$ cat config.mk
export PLATFORM = sky130hd
export DESIGN_NAME = seq_accum_unit
export DESIGN_NICKNAME = d
export VERILOG_FILES = /design/src/rtl/seq_accum_pkg.sv /design/src/rtl/seq_accum_unit_dp.sv /design/src/rtl/seq_accum_unit.sv
export SDC_FILE = /design/constraint.sdc
export NUM_CORES = 1
export LEC_CHECK = 0
export CAP_MARGIN = 20
export CORE_AREA = 2 2 67 69
export CTS_CLUSTER_SIZE = 40
export DETAILED_ROUTE_END_ITERATION = 10
export DIE_AREA = 0 0 69 71
export DONT_BUFFER_PORTS = 1
export PLACE_DENSITY = 0.57
export SYNTH_ARGS = -nofsm -noshare
export SYNTH_HDL_FRONTEND = slang
export SYNTH_HIERARCHICAL = 1
export SYNTH_SLANG_ARGS = --single-unit
export TNS_END_PERCENT = 1
$ cat constraint.sdc
create_clock -name clock -period 1.9 [get_ports clock]
set_input_delay 0.095 -clock clock [delete_from_list [all_inputs] [get_ports clock]]
set_output_delay 0.095 -clock clock [all_outputs]
set_load 0.02 [all_outputs]
$ cat src/rtl/seq_accum_pkg.sv
// Shared types and constants for the sample-accumulate unit.
package seq_accum_pkg;

  typedef enum logic [1:0] {
    IDLE = 2'd0,
    WAIT = 2'd1,
    ACC  = 2'd2,
    DONE = 2'd3
  } state_t;

  localparam logic MODE_SUM = 1'b0;
  localparam logic MODE_MAX = 1'b1;

endpackage

$ cat src/rtl/seq_accum_unit_dp.sv
// Datapath: sample register A, accumulator B, result register and sat flag,
// plus the saturating-sum / max fold.
module seq_accum_dp
  import seq_accum_pkg::*;
#(
  parameter int WIDTH = 4,
  parameter int OUT_W = 6
) (
  input  logic             clock,
  input  logic             rst,
  input  logic             clr_i,
  input  logic             a_load_i,
  input  logic             b_load_i,
  input  logic             r_load_i,
  input  logic             mode_i,
  input  logic             sat_run_i,
  input  logic [WIDTH-1:0] din_i,
  output logic             ovf_o,
  output logic [OUT_W-1:0] dout_o,
  output logic             sat_o
);

  logic [OUT_W-1:0] a_q, b_q, dout_q;
  logic             sat_q;
  logic [OUT_W:0]   sum;
  logic [OUT_W-1:0] fold;
  logic             ovf;

  always_comb begin
    sum  = {1'b0, b_q} + {1'b0, a_q};
    ovf  = (mode_i == MODE_SUM) && sum[OUT_W];
    fold = '0;
    if (mode_i == MODE_MAX) begin
      fold = (a_q > b_q) ? a_q : b_q;
    end else begin
      fold = sum[OUT_W] ? '1 : sum[OUT_W-1:0];
    end
  end

  always_ff @(posedge clock) begin
    if (rst) begin
      a_q    <= '0;
      b_q    <= '0;
      dout_q <= '0;
      sat_q  <= 1'b0;
    end else begin
      if (a_load_i) a_q <= OUT_W'(din_i);
      if (clr_i) begin
        b_q <= '0;
      end else if (b_load_i) begin
        b_q <= fold;
      end
      if (r_load_i) begin
        dout_q <= fold;
        sat_q  <= sat_run_i | ovf;
      end
    end
  end

  assign ovf_o  = ovf;
  assign dout_o = dout_q;
  assign sat_o  = sat_q;

endmodule

$ cat src/rtl/seq_accum_unit.sv
// Control unit: start/busy/done sequencing, sample counter and latched mode;
// drives the datapath load strobes.
module seq_accum_unit
  import seq_accum_pkg::*;
#(
  parameter int WIDTH = 4,
  parameter int COUNT = 4,
  parameter int OUT_W = 6
) (
  input  logic             clock,
  input  logic             rst,
  input  logic             start,
  input  logic             mode,
  input  logic             din_valid,
  input  logic [WIDTH-1:0] DinA,
  output logic             din_ready,
  output logic             busy,
  output logic             done,
  output logic [OUT_W-1:0] DoutB,
  output logic             sat
);

  localparam int CW = $clog2(COUNT + 1);
  localparam logic [CW-1:0] LAST = CW'(COUNT - 1);

  state_t        state_q, state_d;
  logic [CW-1:0] cnt_q;
  logic          mode_q;
  logic          sat_run_q;
  logic          BClr, ALoad, BLoad, RLoad;
  logic          ovf;
  logic          last;

  assign last = (cnt_q == LAST);

  always_ff @(posedge clock) begin
    if (rst) state_q <= IDLE;
    else     state_q <= state_d;
  end

  always_comb begin
    state_d = state_q;
    unique case (state_q)
      IDLE:    if (start) state_d = WAIT;
      WAIT:    if (din_valid) state_d = ACC;
      ACC:     state_d = last ? DONE : WAIT;
      DONE:    state_d = IDLE;
      default: state_d = IDLE;
    endcase
  end

  always_comb begin
    din_ready = (state_q == WAIT);
    busy      = (state_q != IDLE);
    done      = (state_q == DONE);
    BClr      = (state_q == IDLE) && start;
    ALoad     = (state_q == WAIT) && din_valid;
    BLoad     = (state_q == ACC);
    RLoad     = (state_q == ACC) && last;
  end

  always_ff @(posedge clock) begin
    if (rst) begin
      cnt_q     <= '0;
      mode_q    <= MODE_SUM;
      sat_run_q <= 1'b0;
    end else if (BClr) begin
      cnt_q     <= '0;
      mode_q    <= mode;
      sat_run_q <= 1'b0;
    end else if (BLoad) begin
      cnt_q     <= cnt_q + CW'(1);
      sat_run_q <= sat_run_q | ovf;
    end
  end

  seq_accum_dp #(
    .WIDTH(WIDTH),
    .OUT_W(OUT_W)
  ) u_dp (
    .clock     (clock),
    .rst       (rst),
    .clr_i     (BClr),
    .a_load_i  (ALoad),
    .b_load_i  (BLoad),
    .r_load_i  (RLoad),
    .mode_i    (mode_q),
    .sat_run_i (sat_run_q),
    .din_i     (DinA),
    .ovf_o     (ovf),
    .dout_o    (DoutB),
    .sat_o     (sat)
  );

endmodule

## Yosys cells after proc, flatten, opt, wreduce, memory -nomap -nowiden

Index checks and enable logic that the tools add are counted.

| word-level totals | value |
|---|---|
| logic and storage cells | 34 |
| output and inout port bits | 10 |
| bits in registers | 24 |
| input port bits | 9 |

| cells by class | value |
|---|---|
| bitwise gates (word level) | 2 |
| reduce and logical (&&, ||, !) cells | 8 |
| $add $sub $neg | 2 |
| equal/unequal tests | 6 |
| $lt $le $gt $ge | 1 |
| multiplexer cells | 7 |

Operator list:

| kind | number |
|---|---|
| 6-bit 2-to-1 mux | 3 |
| 2-bit one-hot mux with 4 select lines | 1 |
| 6-bit by 4-bit adder with 7-bit output | 1 |
| 4-bit by 6-bit > comparator with 1-bit output | 1 |
| 2-bit 2-to-1 mux | 3 |
| 2-bit equality test (second input constant) | 2 |
| 1-bit logical AND | 4 |
| 2-bit != test (second input constant) | 2 |
| 3-bit by 1-bit adder with 3-bit output (second input constant) | 1 |
| 3-bit by 2-bit equality test with 1-bit output (second input constant) | 1 |
| 2-bit by 1-bit equality test with 1-bit output (second input constant) | 1 |
| 2-bit zero test | 1 |
| 2-bit AND reduction | 1 |
| 2-bit nonzero test | 1 |
| 2-bit OR reduction | 1 |
| 1-bit inverter | 1 |
| 1-bit bitwise OR | 1 |

## Longest topological paths before layout

| depth | value |
|---|---|
| depth in word-level cells | 3 |
| mapped depth | 9 |
| gate-level depth less buffers | 9 |

## By module

Netlist, hierarchy kept.

Modules (own cells, without submodules):

| module | cells an instance | instances | area an instance (sq um) |
|---|---|---|---|
| seq_accum_dp | 117 | 1 | 1067.3 |
| seq_accum_unit | 35 | 1 | 339.1 |

## Worst setup path after synthesis

No wires, ideal clock.

| timing | value |
|---|---|
| path kind | reg-to-reg |
| start | register u_dp.a_q[0] |
| end | register sat_run_q |
| buffers on the path | 0 |
| clock period less this slack | 2.060 ns |
| stages on the path, launching flop included | 10 |
| data required time | 1.778 ns |
| setup time | 0.122 ns |
| data arrival time | 1.939 ns |
| setup slack | -0.160 ns |
| cells stage by stage | dfxtp_1 ha_1 fa_1 nor2b_1 o21ai_0 a21oi_1 and3_1 nor2b_1 o21ai_0 a21oi_1 |

| between the ends | value |
|---|---|
| longest elaborated chain between the ends | 3 |

Ends and longest elaborated chain:

| what | line | RTL |
|---|---|---|
| from (decl) | seq_accum_unit_dp.sv:23 | `logic [OUT_W-1:0] a_q, b_q, dout_q;` |
| from (signal assigned) | seq_accum_unit_dp.sv:47 | `if (a_load_i) a_q <= OUT_W'(din_i);` |
| 6-bit by 4-bit adder with 7-bit output | seq_accum_unit_dp.sv:30 | `sum = {1'b0, b_q} + {1'b0, a_q};` |
| 1-bit logical AND | seq_accum_unit_dp.sv:31 | `ovf = (mode_i == MODE_SUM) && sum[OUT_W];` |
| via ovf | seq_accum_unit.sv:31 | `logic ovf;` |
| 1-bit bitwise OR | seq_accum_unit.sv:73 | `sat_run_q <= sat_run_q \| ovf;` |
| to (signal assigned) | seq_accum_unit.sv:73 |  |
| to (decl) | seq_accum_unit.sv:29 | `logic sat_run_q;` |

The timed path passes the listed nets, and every way through them passes these cells.
A chain may end at the register's enable or synchronous reset.

## Final worst setup path

| timing | value |
|---|---|
| start | register u_dp.a_q[0] |
| end | register u_dp.b_q[3] |

| between the ends | value |
|---|---|
| longest elaborated chain between the ends | 3 |
| elaborated cells between the ends (all ways) | 5 |
| those cells by class | 1 x add/sub; 1 x order compare; 3 x mux |

Ends and longest elaborated chain:

| what | line | RTL |
|---|---|---|
| 6-bit by 4-bit adder with 7-bit output or 4-bit by 6-bit > comparator with 1-bit output (tied branches) | seq_accum_unit_dp.sv:30, seq_accum_unit_dp.sv:34 |  |
| 6-bit 2-to-1 mux, on equally long branches | seq_accum_unit_dp.sv:36, seq_accum_unit_dp.sv:34 |  |
| 6-bit 2-to-1 mux * | seq_accum_unit_dp.sv:33 | `if (mode_i == MODE_MAX) begin` |
| to (signal assigned) | seq_accum_unit_dp.sv:51 | `b_q <= fold;` |
| to (decl) | seq_accum_unit_dp.sv:23 |  |

Mark *: on every way between the ends. The rest lies on a longest branch, timed or not.

==> metrics.csv <==
metric;value;unit
outcome;finished, violations left;
violations in the final reports;negative setup slack;
WL/cell;15.1;µm
count of max-cap constraint violations;0;
hold_sp;rst;
vertical extent of the die;71;µm
CTS tree;done;
transition time of the tightest slew-check pin;602;ps
net count of the finished layout;202;
Port Buffer Count;0;
worst setup skew after layout;3.89;ps
Synth top area share;34.2;%
clock buffer depth;2;
antenna violations before repair;0;
wire length of the first global-routing pass;5.82;mm
sequential cell area in the final layout;488;µm²
number of standard-cell rows in the floorplan;24;
placed wire-length estimate;2.45;mm
min cycle time layout;2090;ps
Congestion Overflow GR;0;
number of diodes;0;
top post-synthesis cells by area;sky130_fd_sc_hd__dfxtp_1 34%, sky130_fd_sc_hd__ha_1 8.9%, sky130_fd_sc_hd__mux2i_1 5.0%, sky130_fd_sc_hd__nor2_1 4.3%, sky130_fd_sc_hd__inv_1 4.0%;
final-report hold violation count;0;
Final Wtd Congestion;0.810;
number of nets still failing antenna checks after routing;0;
number of standard cells after synthesis;152;
share of post-route cells with drive strength above 1;33.1;%
cell type contributing the most total cell area after synthesis;sky130_fd_sc_hd__dfxtp_1;
DRT Wirelength;3.53;mm
die width;69;µm
Worst setup startpoint;u_dp/a_q[0];
number of DRC violations after detailed-routing iteration 0;31;
count of flip-flops with a built-in enable after synthesis;0;
worst slew slack as a fraction of its limit;59.7;%
global-route total usage across every layer;15.0;%
Floorplan Core Area;0.00420;mm²
share of the cycle needed by the critical path after routing;110;%
kind of path behind the tightest hold check;input port to flip-flop;
LEAKAGE;0.771;nW
Syn-to-layout area delta;32.7;%
multi-input gate area in the final layout;956;µm²
number of optimization iterations in the first detailed-route pass;4;
via count of the first global-routing pass;1208;
most used flip-flop cell after synthesis;sky130_fd_sc_hd__dfxtp_1;
category of the most critical setup path;flip-flop to flip-flop;
# H-tree levels;1;
pwr/cell area;569;mW/mm²
worst slack at placement;-241;ps
crit-path max FO;4;
clock slew seen by the registers of the worst setup and hold paths;90;ps
Max Fclk;478;MHz
critical path data required time;2060;ps
clock buffers created by TritonCTS;3;
maximum number of pins on one net before global-route repair;16;
number of nets produced by synthesis;172;
startpoint kind of the worst setup timing path;flip-flop;
post-synthesis average cell area;9.25;µm²
Reg2Reg Launch Point;u_dp/a_q[0];
final design area excluding fillers;0.00187;mm²
sequential cell area fraction in the yosys report;34.2;%
CTS Root Cell;sky130_fd_sc_hd__clkbuf_8;
yosys warns;6;
later-pin clock latency in the skew report;260;ps
number of register bits inferred by synthesis;24;
share of flip-flops with an asynchronous set or reset;0;%
number of different library cells in the post-synthesis netlist;53;
area enclosed by the die boundary;0.00490;mm²
Final Power;1.06;mW
Slew Limit Fails;0;
utilization after layout;44.4;%
arrival time of the worst setup path;2250;ps
ports placed on the boundary;19;
largest vdd supply drop;0.250;mV
Setup WS post-layout;-192;ps
Starting Density;33.5;%
type of element capturing the critical path;flip-flop;
count of endpoints failing setup in the final report;9;
Placed Area;0.00162;mm²
ratio of routed vias to standard cells;5.18;
Synth Cell Area;0.00141;mm²
Fillers;429;
number of sinks on the clock net;24;
DRC violations left;0;
setup repair after global routing missed its margin;true;
vias;1206;
## cell usage after synthesis (all sizes together), types with 2 or more instances
master and n:
a2111oi 2, a21oi 5, a22oi 2, a31oi 3
a32o 3, a32oi 3, and2 3, and3 2
clkbuf 5, dfxtp 24, ha 10, inv 15
mux2i 7, nand2 5, nand2b 2, nand3 2
nor2 16, nor2b 6, nor3b 3, nor4 2
o211ai 2, o21ai 5, o221a 3, or3 4
## final timing paths
kind               endpoint  slack, ps  cells past startpoint
max reg2reg     u_dp/b_q[3]       -190                      7
min          u_dp/dout_o[3]         70                      2
max             u_dp/b_q[3]       -190                      7
min reg2reg       sat_run_q        510                      2
## cells in the final DEF, fill, tap and decap left out, types with 3 or more instances in the layout
master | Yosys | layout
sky130_fd_sc_hd__mux2i_1 | 7 | 7
sky130_fd_sc_hd__ha_1 | 10 | 5
sky130_fd_sc_hd__a21oi_1 | 4 | 3
sky130_fd_sc_hd__inv_1 | 15 | 13
sky130_fd_sc_hd__ha_4 | 0 | 4
sky130_fd_sc_hd__clkbuf_8 | 0 | 4
sky130_fd_sc_hd__dfxtp_1 | 24 | 20
sky130_fd_sc_hd__dlygate4sd3_1 | 0 | 7
sky130_fd_sc_hd__dfxtp_2 | 0 | 3
sky130_fd_sc_hd__a31oi_1 | 3 | 3
sky130_fd_sc_hd__a32o_1 | 3 | 3
sky130_fd_sc_hd__buf_4 | 0 | 22
sky130_fd_sc_hd__o21ai_0 | 4 | 3
sky130_fd_sc_hd__nor2b_1 | 4 | 4
sky130_fd_sc_hd__nand2_1 | 5 | 5
sky130_fd_sc_hd__nor2_1 | 16 | 16
## repair_timing
| action | 4_1_cts | 5_1_grt |
|---|---|---|
| pin swaps | 8 | 1 |
| buffers inserted | 3 | 0 |
| endpoints found under the setup margin | 13 | 13 |
| endpoints found under the hold margin | 15 | 0 |
| gates resized for setup | 17 | 7 |
| hold buffers | 7 | 0 |
## area by class of cell
| cell class | instances | area share (%) |
|---|---|---|
| tap | 52 | 3.49 |
| timing repair buffer | 30 | 13.2 |
| inverter | 15 | 3.02 |
| multi-input combinational | 108 | 51.2 |
| clock buffer | 4 | 2.95 |
| sequential | 24 | 26.1 |
## per-stage QoR
step | hold slack (ps) | cells | setup TNS (ps)
2_1_floorplan | 164 | 152 | -549
3_3_place_gp | 166 | 220 | -1280
3_5_place_dp | 168 | 220 | -1890
4_1_cts | 60.3 | 233 | -1470
5_1_grt | 53.4 | 233 | -2210
6_report | 66.4 | 233 | -1370
## cells by family (layout without fill, tap and decap cells)
kind of cell	Yosys count	in the layout	share of synthesized area (%)
fa+ha+maj	11	11	10.3
xor+xnor	1	1	0.623
simple gates	54	54	23.1
compound gates	35	35	21.4
mux	7	7	4.98
buf+inv	20	49	5.34
flops	24	24	34.2
## worst max-delay path, stage by stage (launching register included)
cell and delay [ps]:
sky130_fd_sc_hd__dfxtp_2 330, sky130_fd_sc_hd__ha_2 190, sky130_fd_sc_hd__fa_2 350, sky130_fd_sc_hd__nor2b_1 160
sky130_fd_sc_hd__or3_4 340, sky130_fd_sc_hd__a41oi_4 220, sky130_fd_sc_hd__nand3b_1 150, sky130_fd_sc_hd__a41o_1 250
## report_power, final
part	switching [mW]	internal (mW)	total [mW]
logic	0.0922	0.0959	0.188
registers	0.0153	0.511	0.527
clock network	0.163	0.185	0.348
## sequential cells by signal, summed over array words and instances (netlist names)
name / flops
u_dp/b_q: 6
u_dp/dout_o: 6
u_dp/a_q: 4
cnt_q: 3
state_q: 2
mode_q: 1
sat_run_q: 1
u_dp/sat_o: 1
## per-layer routing
metal	global-route usage [%]	vias up	part of all wire (%)
met3	2.28	4	4.1
met5	0	-	0
met1	17.7	567	42
met4	6.97	0	2.0
met2	26.8	24	51
li1	-	611	-
Note: power is estimated with default switching activity, not from simulation.
